`src/rtl/ula_dec.sv`:
```
// -----------------------------------------------------------------------------
// ula_dec : 32-bit combinational ALU with a MIPS-style ALU-control decoder and
// a registered status stage (result, zero, signed overflow).
//
// Ports:
//   funct    [5:0]  in   instruction funct field, decoded when aluop = 2'b10
//   aluop    [1:0]  in   operation class from main control
//   a        [31:0] in   operand A (rs)
//   b        [31:0] in   operand B (rt or immediate)
//   saida1   [31:0] out  combinational ALU result
//   clk             in   clock, rising edge
//   reset           in   synchronous active-high reset (registered outputs only)
//   zero            out  combinational, 1 when saida1 == 0
//   saida1_q [31:0] out  saida1 registered one cycle later
//   zero_q          out  zero registered one cycle later
//   ovf_q           out  signed-overflow flag registered one cycle later
//
// Build option:
//   ULA_EXT_OPS_EN  when defined, adds xor, nor, sltu, sll, srl and sra to the
//                   funct decode; otherwise those codes yield a zero result.
// -----------------------------------------------------------------------------
module ula_dec (
    input  logic [5:0]  funct,
    input  logic [1:0]  aluop,
    input  logic [31:0] a,
    input  logic [31:0] b,
    output logic [31:0] saida1,
    input  logic        clk,
    input  logic        reset,
    output logic        zero,
    output logic [31:0] saida1_q,
    output logic        zero_q,
    output logic        ovf_q
);

    localparam logic [5:0] F_ADD  = 6'b100000;
    localparam logic [5:0] F_ADDU = 6'b100001;
    localparam logic [5:0] F_SUB  = 6'b100010;
    localparam logic [5:0] F_SUBU = 6'b100011;
    localparam logic [5:0] F_AND  = 6'b100100;
    localparam logic [5:0] F_OR   = 6'b100101;
    localparam logic [5:0] F_SLT  = 6'b101010;
`ifdef ULA_EXT_OPS_EN
    localparam logic [5:0] F_XOR  = 6'b100110;
    localparam logic [5:0] F_NOR  = 6'b100111;
    localparam logic [5:0] F_SLTU = 6'b101011;
    localparam logic [5:0] F_SLL  = 6'b000000;
    localparam logic [5:0] F_SRL  = 6'b000010;
    localparam logic [5:0] F_SRA  = 6'b000011;
`endif

    typedef enum logic [3:0] {
        OP_NONE = 4'd0,
        OP_ADD  = 4'd1,
        OP_SUB  = 4'd2,
        OP_AND  = 4'd3,
        OP_OR   = 4'd4,
        OP_SLT  = 4'd5,
        OP_XOR  = 4'd6,
        OP_NOR  = 4'd7,
        OP_SLTU = 4'd8,
        OP_SLL  = 4'd9,
        OP_SRL  = 4'd10,
        OP_SRA  = 4'd11
    } op_e;

    op_e         op_s;
    logic        chk_ovf_s;   // only signed add/sub may report overflow
    logic [31:0] sum_s;
    logic [31:0] diff_s;
    logic        ovf_add_s;
    logic        ovf_sub_s;
    logic        ovf_s;
    logic [31:0] result_s;

    // ALU-control decode: aluop class plus funct field to an operation
    always_comb begin
        op_s      = OP_NONE;
        chk_ovf_s = 1'b0;
        case (aluop)
            2'b00: begin
                op_s      = OP_ADD;
                chk_ovf_s = 1'b1;
            end
            2'b01: begin
                op_s      = OP_SUB;
                chk_ovf_s = 1'b1;
            end
            2'b11: begin
                op_s      = OP_OR;
                chk_ovf_s = 1'b0;
            end
            2'b10: begin
                case (funct)
                    F_ADD:  begin op_s = OP_ADD; chk_ovf_s = 1'b1; end
                    F_ADDU: op_s = OP_ADD;
                    F_SUB:  begin op_s = OP_SUB; chk_ovf_s = 1'b1; end
                    F_SUBU: op_s = OP_SUB;
                    F_AND:  op_s = OP_AND;
                    F_OR:   op_s = OP_OR;
                    F_SLT:  op_s = OP_SLT;
`ifdef ULA_EXT_OPS_EN
                    F_XOR:  op_s = OP_XOR;
                    F_NOR:  op_s = OP_NOR;
                    F_SLTU: op_s = OP_SLTU;
                    F_SLL:  op_s = OP_SLL;
                    F_SRL:  op_s = OP_SRL;
                    F_SRA:  op_s = OP_SRA;
`endif
                    default: op_s = OP_NONE;
                endcase
            end
            default: op_s = OP_NONE;
        endcase
    end

    assign sum_s  = a + b;   // modulo 2^32, carry out discarded
    assign diff_s = a - b;

    // Overflow from operand/result signs; slt does not depend on these
    assign ovf_add_s = (a[31] == b[31]) && (sum_s[31]  != a[31]);
    assign ovf_sub_s = (a[31] != b[31]) && (diff_s[31] != a[31]);

    // Result mux and overflow select
    always_comb begin
        result_s = 32'd0;
        ovf_s    = 1'b0;
        case (op_s)
            OP_ADD: begin
                result_s = sum_s;
                ovf_s    = chk_ovf_s & ovf_add_s;
            end
            OP_SUB: begin
                result_s = diff_s;
                ovf_s    = chk_ovf_s & ovf_sub_s;
            end
            OP_AND:  result_s = a & b;
            OP_OR:   result_s = a | b;
            // Signed compare so the answer stays right when a - b overflows
            OP_SLT:  result_s = ($signed(a) < $signed(b)) ? 32'd1 : 32'd0;
            OP_XOR:  result_s = a ^ b;
            OP_NOR:  result_s = ~(a | b);
            OP_SLTU: result_s = (a < b) ? 32'd1 : 32'd0;
            OP_SLL:  result_s = b << a[4:0];
            OP_SRL:  result_s = b >> a[4:0];
            OP_SRA:  result_s = $unsigned($signed(b) >>> a[4:0]);
            default: begin
                result_s = 32'd0;
                ovf_s    = 1'b0;
            end
        endcase
    end

    assign saida1 = result_s;
    assign zero   = (result_s == 32'd0);

    logic [31:0] saida1_d;
    logic        zero_d;
    logic        ovf_d;
    logic [31:0] saida1_r_q;
    logic        zero_r_q;
    logic        ovf_r_q;

    assign saida1_d = result_s;
    assign zero_d   = zero;
    assign ovf_d    = ovf_s;

    // Status stage: captures result, zero and overflow every edge
    always_ff @(posedge clk) begin
        if (reset) begin
            saida1_r_q <= 32'd0;
            zero_r_q   <= 1'b0;
            ovf_r_q    <= 1'b0;
        end else begin
            saida1_r_q <= saida1_d;
            zero_r_q   <= zero_d;
            ovf_r_q    <= ovf_d;
        end
    end

    assign saida1_q = saida1_r_q;
    assign zero_q   = zero_r_q;
    assign ovf_q    = ovf_r_q;

endmodule

```
`config.mk`:
```
export PLATFORM = sky130hd
export DESIGN_NAME = ula_dec
export DESIGN_NICKNAME = d
export VERILOG_FILES = /design/src/rtl/ula_dec.sv
export SDC_FILE = /design/constraint.sdc
export NUM_CORES = 1
export LEC_CHECK = 0
export BUFFER_PORTS_ARGS = -buffer_cell sky130_fd_sc_hd__clkbuf_2
export CORE_MARGIN = 10
export CORE_UTILIZATION = 45
export DETAILED_ROUTE_END_ITERATION = 10
export MAX_ROUTING_LAYER = met4
export PLACE_DENSITY = 0.69
export SLEW_MARGIN = 30
export SYNTH_ARGS = -nofsm -noshare
export SYNTH_HDL_FRONTEND = slang
export SYNTH_SLANG_ARGS = --single-unit
```
`constraint.sdc`:
```
create_clock -name clk -period 7.76 [get_ports clk]
set_input_delay 0.388 -clock clk [delete_from_list [all_inputs] [get_ports clk]]
set_output_delay 0.388 -clock clk [all_outputs]
set_load 0.01 [all_outputs]
```
==> results.yml <==
status:
  status: "complete, no violations"
placed_design:
  placed_cell_area_um2: 7230
  dp_hpwl_mm: 19.5
  numPortBuffers: 140
  globalplace.congestion: 1.02
yosys:
  syn_nets: 1105
  synth-edff-count: 0
  synth.area.top_cells: "ha_1 19%, dfxtp_1 11%, a21oi_1 7.0%, inv_1 5.6%, nor2_1 5.5%"
  synth_ff_type: "dfxtp_1"
  yosysSeqAreaShare: 0.105
  syn_area_per_cell_um2: 6.97
  ys_seq_elements: 34
  postSynth.asyncResetShare: 0
  yosysWarnings: 0
  yosysUniqueCellTypes: 82
  yosysTopAreaCell: "ha_1"
  syn_inst: 929
  netlist_area_um2: 6470
  yosysTopAreaCellShare: 0.193
pwr:
  power.leakage_uw: 0.00358
  peakVddDrop_uv: 92.6
  powerDensity_nw_per_um2: 135
floorplanning:
  core_um2: 14000
  dieArea_um2: 19600
  pin_count: 141
  fp.dieH_um: 140
  rows: 43
  initial_core_util: 0.463
  die_x_um: 140
timing:
  period_minus_slack_ps: 4870
  tns_ps: 0
  slew_headroom: 0.389
  worst_slew_pin_slew_ps: 916
  rsz0062_at_grt: "no"
  clock.fmax_mhz: 205
  slew_violations: 0
  timing.final.crit_share: 0.628
  setup_viol: 0
  hold_viol: 0
critical_path:
  cp.arrival_ps: 4480
  start_kind: "input pin"
  cp.required_ps: 7370
  cp-endpoint: "zero"
  path_max_fanout: 6
  crit_path_end_kind: "primary output"
  critPathLaunch: "a[0]"
  path_class: "input pin to primary output"
clock_network:
  post-cts-setup-buffers: 0
  numCtsBuffers: 5
  clock_sinks: 34
  cts-root-buf: "clkbuf_16"
  cts_hold_buf: 0
  htree_levels: 2
  cts.path.max_buffers: 2
  cts_tree: "yes"
  cts_resized: 0
  clk_pin_slew_ps: 50
grt:
  use_met1: 0.327
  use_met3: 0.0358
  global_route.usage.met2: 0.361
  grt_use_total: 0.237
  antenna_found_initial: 0
  grt_pass1_wl_mm: 38.1
  grt_max_degree: 35
  grt_pass1_vias: 6968
  grt.busiest_layer: "met2"
  gr-total-overflow: 0
route:
  post-route-drc-count: 0
  routed_wl_mm: 24.4
  drtAntennaViolNets: 0
  vias: 7525
  first_pass_iters: 6
  vias_per_cell: 6.22
  avgRoutedWirePerCell_um: 20.2
  drt_iter0_drc: 1035
finish:
  nNetsFinal: 1204
  multi_input_area_um2: 5210
  stdcell_area_um2: 7400
  final_common_cell: "clkbuf_2"
  syn_to_final_growth_pct: 14.3
  antenna_cells: 0
  register_area_um2: 681
  fill_cells: 1465
  drive_gt1_frac: 0.179
  final_cell_mix: "140 x clkbuf_2, 100 x ha_1, 97 x inv_1, 95 x nor2_1, 91 x a21oi_1"
flow_run:
  maxCapViolCount: 0
worst_hold_path:
  hold_path_class: "input pin to register"
routing by layer:
layer  vias to the layer above  routed length, um
met5                         -                  0
met1                      3461              11000
met4                         0                373
met3                        44               2520
met2                       464              10600
li1                       3556                  -
worst min-delay path by stage:
stage          startpoint                 endpoint  slack (ps)  cells after the start
2_1_floorplan       reset  saida1_q[13]$_SDFF_PP0_         460                      1
3_3_place_gp     funct[0]         ovf_q$_SDFF_PP0_         780                      3
3_5_place_dp     funct[0]         ovf_q$_SDFF_PP0_         780                      3
4_1_cts          funct[0]         ovf_q$_SDFF_PP0_         480                      3
5_1_grt          funct[0]         ovf_q$_SDFF_PP0_         520                      3
6_report         funct[0]         ovf_q$_SDFF_PP0_         490                      3
power breakdown:
part / leakage (uW) / switching, uW / total (uW) / internal (uW)
registers: 0.000282 / 5.58 / 199 / 193
clock network: 0.0000836 / 74.1 / 224 / 150
logic: 0.00322 / 369 / 574 / 204
synth_stat cells, drive strengths merged, types with 12 or more instances:
library cell  instances
o21ai                48
nand2b               14
nand3                16
a21oi                91
dfxtp                34
clkbuf               34
nor3                 17
buf                  17
nor2                 95
xnor2                18
o211ai               12
nand4                14
nor2b                27
inv                 101
o31ai                20
ha                  100
a31oi                15
nor4                 14
nand2                61
final cells by class:
class | instances | share of cell area
inverter | 105 | 0.0533
timing repair buffer | 143 | 0.0978
clock inverter | 3 | 0.00541
sequential | 34 | 0.0920
clock buffer | 5 | 0.0169
multi-input combinational | 739 | 0.704
tap | 180 | 0.0304
critical path, cell delays in order:
cell	delay (ps)
clkbuf_2	100
inv_1	80
ha_1	190
inv_1	70
fa_1	420
nor2b_1	180
o211ai_2	390
a21oi_1	150
a211oi_2	500
o21ai_1	280
a41oi_1	330
xnor2_1	100
a221oi_1	540
nand4b_1	230
nor4_1	320
clkbuf_2	210
flip-flops by register name, indices dropped and copies added, names as in the netlist:
name,cells
zero_q,1
ovf_q,1
saida1_q,32
logic make-up after synthesis:
kind of cell / count (synthesis) / share of synthesized area
AND/OR/NAND/NOR: 297 / 0.229
multiplexers: 11 / 0.0174
XOR/XNOR: 20 / 0.0271
AO/OA/AOI/OAI: 309 / 0.327
flip-flops: 34 / 0.105
buffers and inverters: 156 / 0.0947
adder cells (fa/ha/maj): 102 / 0.199
through the flow:
| stage | util | worst slack, ps | hold WS, ps | std cells | power, uW |
|---|---|---|---|---|---|
| 4_1_cts | 0.529 | 3000 | 481 | 1209 | 986 |
| 6_report | 0.529 | 2890 | 491 | 1209 | 997 |
| 3_3_place_gp | 0.517 | 3090 | 775 | 1201 | 759 |
| 3_5_place_dp | 0.517 | 3020 | 778 | 1201 | 759 |
| 5_1_grt | 0.529 | 2480 | 517 | 1209 | 1050 |
| 2_1_floorplan | - | 3950 | 460 | 929 | 568 |
Note: power is estimated with default switching activity, not from simulation.
